**src/rtl/dualcore_ram_arbiter.sv**
```systemverilog
// Shared single-port data RAM arbiter for the two pipeline cores.
// Optional contention counter enabled by defining ARB_CONFLICT_CNT_EN.
module dualcore_ram_arbiter #(
    parameter int ADDR_W        = 12,
    parameter int DATA_W        = 8,
    parameter int ACCESS_CYCLES = 1
) (
    input  logic              clk,
    input  logic              rst,
    input  logic              req0,
    input  logic              we0,
    input  logic [ADDR_W-1:0] addr0,
    input  logic [DATA_W-1:0] wdata0,
    input  logic              req1,
    input  logic              we1,
    input  logic [ADDR_W-1:0] addr1,
    input  logic [DATA_W-1:0] wdata1,
    output logic [ADDR_W-1:0] ram_addr,
    output logic [DATA_W-1:0] ram_wdata,
    output logic              ram_wen,
    input  logic [DATA_W-1:0] ram_rdata,
    output logic [DATA_W-1:0] rdata,
    output logic              done0,
    output logic              done1,
    output logic              stall0,
    output logic              stall1,
    output logic [15:0]       conflict_cnt
);

    typedef enum logic {
        IDLE,
        ACCESS
    } state_t;

    localparam logic [3:0] CNT_INIT = 4'(ACCESS_CYCLES - 1);

    state_t            state;
    state_t            state_n;
    logic              owner;
    logic              last_grant;
    logic [3:0]        cnt;
    logic [ADDR_W-1:0] addr_q;
    logic [DATA_W-1:0] wdata_q;
    logic              we_q;
    logic [DATA_W-1:0] rdata_q;
    logic              done0_q;
    logic              done1_q;
    logic              grant;
    logic              winner;

    // Arbitration in IDLE, single write strobe on the last ACCESS cycle
    always_comb begin
        state_n = state;
        grant   = 1'b0;
        winner  = 1'b0;
        ram_wen = 1'b0;
        unique case (state)
            IDLE: begin
                if (req0 || req1) begin
                    grant   = 1'b1;
                    winner  = (req0 && req1) ? ~last_grant : req1;
                    state_n = ACCESS;
                end
            end
            ACCESS: begin
                ram_wen = we_q && (cnt == 4'd0);
                if (cnt == 4'd0) begin
                    state_n = IDLE;
                end
            end
            default: state_n = IDLE;
        endcase
    end

    // State, latched request, access countdown, read capture and done pulses
    always_ff @(posedge clk) begin
        if (rst) begin
            state      <= IDLE;
            owner      <= 1'b0;
            last_grant <= 1'b1;
            cnt        <= 4'd0;
            addr_q     <= '0;
            wdata_q    <= '0;
            we_q       <= 1'b0;
            rdata_q    <= '0;
            done0_q    <= 1'b0;
            done1_q    <= 1'b0;
        end else begin
            state   <= state_n;
            done0_q <= 1'b0;
            done1_q <= 1'b0;
            if (grant) begin
                owner      <= winner;
                last_grant <= winner;
                addr_q     <= winner ? addr1 : addr0;
                wdata_q    <= winner ? wdata1 : wdata0;
                we_q       <= winner ? we1 : we0;
                cnt        <= CNT_INIT;
            end else if (state == ACCESS) begin
                if (cnt != 4'd0) begin
                    cnt <= cnt - 4'd1;
                end else begin
                    if (!we_q) begin
                        rdata_q <= ram_rdata;
                    end
                    if (owner) begin
                        done1_q <= 1'b1;
                    end else begin
                        done0_q <= 1'b1;
                    end
                end
            end
        end
    end

    assign ram_addr  = addr_q;
    assign ram_wdata = wdata_q;
    assign rdata     = rdata_q;
    assign done0     = done0_q;
    assign done1     = done1_q;
    assign stall0    = req0 & ~done0_q;
    assign stall1    = req1 & ~done1_q;

`ifdef ARB_CONFLICT_CNT_EN
    logic [15:0] conflict_q;

    // Count grants taken while both cores were requesting, saturating
    always_ff @(posedge clk) begin
        if (rst) begin
            conflict_q <= '0;
        end else if (grant && req0 && req1 && conflict_q != 16'hFFFF) begin
            conflict_q <= conflict_q + 16'd1;
        end
    end

    assign conflict_cnt = conflict_q;
`else
    assign conflict_cnt = '0;
`endif

endmodule

```
**config.mk**
```make
export PLATFORM = sky130hd
export DESIGN_NAME = dualcore_ram_arbiter
export DESIGN_NICKNAME = d
export VERILOG_FILES = /design/src/rtl/dualcore_ram_arbiter.sv
export SDC_FILE = /design/constraint.sdc
export NUM_CORES = 1
export LEC_CHECK = 0
export BUFFER_PORTS_ARGS = -buffer_cell sky130_fd_sc_hd__buf_2
export CAP_MARGIN = 30
export CORE_UTILIZATION = 35
export DETAILED_ROUTE_END_ITERATION = 8
export HOLD_SLACK_MARGIN = 0.03
export PLACE_DENSITY = 0.77
export SETUP_SLACK_MARGIN = 0.5
export SLEW_MARGIN = 0
export SYNTH_ARGS = -nofsm -noshare
export SYNTH_HDL_FRONTEND = slang
export SYNTH_SLANG_ARGS = --single-unit
```
**constraint.sdc**
```tcl
create_clock -name clk -period 3.89 [get_ports clk]
set_input_delay 0.5835 -clock clk [delete_from_list [all_inputs] [get_ports clk]]
set_output_delay 0.5835 -clock clk [all_outputs]
set_load 0.02 [all_outputs]
```
==> summary.log <==
[status] run status completed
[cts] total CTS buffers 5
[grt] vias in the first global route 1,266
[detailed_routing] drt total wl 3520 um
[floorplan] Die H 74.1 um
[worst_setup_path] required time of the critical path 3310 ps
[cells_and_area] Fillers 454
[worst_setup_path] maximum single-stage delay on the critical path 320 ps
[placement] number of buffers inserted by port buffering 86
[detailed_routing] antenna viol nets, final 0
[worst_setup_path] slowest cell on the critical path dfxtp_1
[floorplan] starting utilization of the core area 0.375
[floorplan] die width 74.1 um
[worst_setup_path] buffers and inverters on the worst path 2
[cts] maximum root-to-sink buffer count 2
[worst_setup_path] CP Launch Type flop
[power_and_ir_drop] total power density per cell area 386 nW/um^2
[floorplan] overall die area 5490 um^2
[logic_synthesis] EDFF count, synth 0
[timing] Slew @ Worst Pin 558 ps
[floorplan] area of the core region 4850 um^2
[timing] max-slew violation count 0
[cts] Reg clk slew, reported paths 70 ps
[logic_synthesis] netlist area before placement 1820 um^2
[grt] initial antenna violation count 0
[timing] Final Hold Fails 0
[worst_setup_path] arrival time of the worst setup path 1440 ps
[timing] final setup vio count 0
[logic_synthesis] FFs w/ async S/R, synth 0
[grt] Global Route Usage Sum 0.132
[timing] clock tree skew after final layout 8.16 ps
[min_path] path class of the lowest-slack min-delay path reg2reg
[detailed_routing] TritonRoute pass-1 iters 4
[worst_setup_path] CP top delay family flip-flops
[floorplan] top-level I/O count 103
[worst_setup_path] worst-path cell chain inv_1 > ha_1 > nand4bb_4 > nor2_1 > buf_2
[worst_setup_path] critical path peak fanout 4
[timing] Rel. slew slack 0.627
[worst_setup_path] type of the setup path with the least slack reg2out
[detailed_routing] routed wire length per instance 10.7 um
[cells_and_area] diode insertion count for antenna repair 0
[power_and_ir_drop] overall power consumption 0.887 mW
[logic_synthesis] most instantiated flip-flop cell in the synthesis netlist dfxtp_1
[cts] H-Tree Level Count 2
[cts] post-CTS repair timing setup buffer count 0
[detailed_routing] drt initial violations 20
[timing] setup repair after global routing missed its margin no
[grt] total global routing overflow 0
[cells_and_area] layout cell share with drive strength beyond 1 0.452
[cts] number of instances resized during post-cts repair 0
[cts] clock tree from TritonCTS built
[cells_and_area] Syn-to-layout area delta 26.1%
[power_and_ir_drop] leak pwr 1.18 nW
[detailed_routing] average via count per standard cell 4.34
[cts] hold buffer count at CTS 0
[logic_synthesis] Seq/Total Area, Yosys 0.418
[job] number of maximum-capacitance violations 0
[worst_setup_path] category of the worst setup path capture point primary output
[detailed_routing] post-detailed-route DRC marker count 0
[grt] largest net degree at the start of global routing 23
[timing] maximum operating frequency 494 MHz
[power_and_ir_drop] Peak supply drop 0.000211 V
[timing] period utilisation layout 0.521
[cells_and_area] number of nets in the finished design 319
[cts] clk root buf clkbuf_8
[logic_synthesis] Avg Synthesized Cell Area 10.2 um^2
[timing] clock period minus final worst setup slack 2030 ps
[cts] number of sinks on the clock net 38
[logic_synthesis] number of distinct library cells after synthesis 30
[floorplan] Rows 25
[timing] final total negative setup slack 0 ps
[placement] global placer's final weighted congestion 0.736
[placement] HPWL reported at the end of detailed placement 2670 um
[detailed_routing] count of vias placed by the detailed router 1,431
[cts] clock latency of the later-clocked register in the worst-skew pair 280 ps
[grt] global-route wire length before repair 5480 um
[logic_synthesis] number of synthesized register bits 38
[logic_synthesis] Warnings, synthesis 0
[logic_synthesis] gate count after technology mapping 178
-- path summary, 6_finish.rpt --
path	start	endpoint	slack, ps	cells after the start
worst min register to register	owner	done0	440	1
worst max register to register	state	ram_addr[7]	2140	5
worst max-delay path	cnt[0]	ram_wen	1860	5
worst min-delay path	owner	done0	440	1
-- synth_stat cells (all sizes together), types with 2 or more instances --
cell type | number | share of area
dfxtp | 38 | 0.42
mux2i | 29 | 0.16
buf | 23 | 0.098
nand2 | 23 | 0.047
o21ai | 20 | 0.094
nor2 | 13 | 0.036
a21oi | 3 | 0.0082
inv | 3 | 0.0062
nor2b | 3 | 0.010
ha | 2 | 0.014
nand2b | 2 | 0.0069
nand3 | 2 | 0.0055
nor3 | 2 | 0.0055
nor3b | 2 | 0.0082
xor2 | 2 | 0.0096
-- sequential cells by signal, summed over array words and instances, names as in the netlist --
| register | flops |
|---|---|
| cnt | 4 |
| done1 | 1 |
| rdata | 8 |
| ram_wdata | 8 |
| state | 1 |
| owner | 1 |
| ram_addr | 12 |
| done0 | 1 |
| last_grant | 1 |
| we_q | 1 |
-- per-layer routing --
metal	GRT usage	wire, um
met5	0	0
met4	0.0449	29
met3	0.0447	250
met2	0.218	1650
met1	0.160	1600
-- power breakdown --
group          leakage [nW]  internal [mW]  switching (mW)
clock                0.0373          0.123           0.130
sequential            0.312          0.418          0.0176
combinational         0.830         0.0804           0.118
total                  1.18          0.622           0.265
-- kinds of logic (layout without fill, tap and decap cells) --
logic type	count (synthesis)	in the layout	synth area share
xor+xnor	3	3	0.0144
mux	29	29	0.159
other cells	1	16	0.00206
compound gates	27	27	0.129
buf+inv	27	97	0.107
flops	38	38	0.418
fa+ha+maj	2	2	0.0137
simple gates	51	51	0.157
-- metrics by stage --
step	cell area (um^2)	setup slack, ps	utilization	hold WS [ps]	cells
3_5_place_dp	2220	1970	0.457	432	323
6_report	2300	1860	0.474	445	330
4_1_cts	2300	1840	0.474	447	330
3_3_place_gp	2220	2030	0.457	427	323
5_1_grt	2300	1780	0.474	462	330
2_1_floorplan	1880	2230	-	412	193
-- cell type report --
type,count,area [um^2],share of cell area
Multi-Input combinational cell,128,922,0.402
Clock inverter,1,7.51,0.00327
Clock buffer,6,72.6,0.0316
Sequential cell,38,761,0.331
Tap cell,67,83.8,0.0365
Timing Repair Buffer,87,438,0.191
Inverter,3,11.3,0.00490
-- cell usage in the layout, fill, tap and decap left out, types with 3 or more instances in the layout --
| master | netlist | routed |
|---|---|---|
| a21oi_1 | 3 | 3 |
| o21ai_2 | 19 | 19 |
| inv_1 | 3 | 3 |
| dfxtp_1 | 38 | 38 |
| conb_1 | 1 | 16 |
| mux2i_1 | 29 | 29 |
| nor2b_1 | 3 | 3 |
| nor2_1 | 12 | 12 |
| buf_2 | 2 | 86 |
| clkbuf_8 | 0 | 5 |
| nand2_1 | 23 | 23 |
Note: power is estimated with default switching activity, not from simulation.
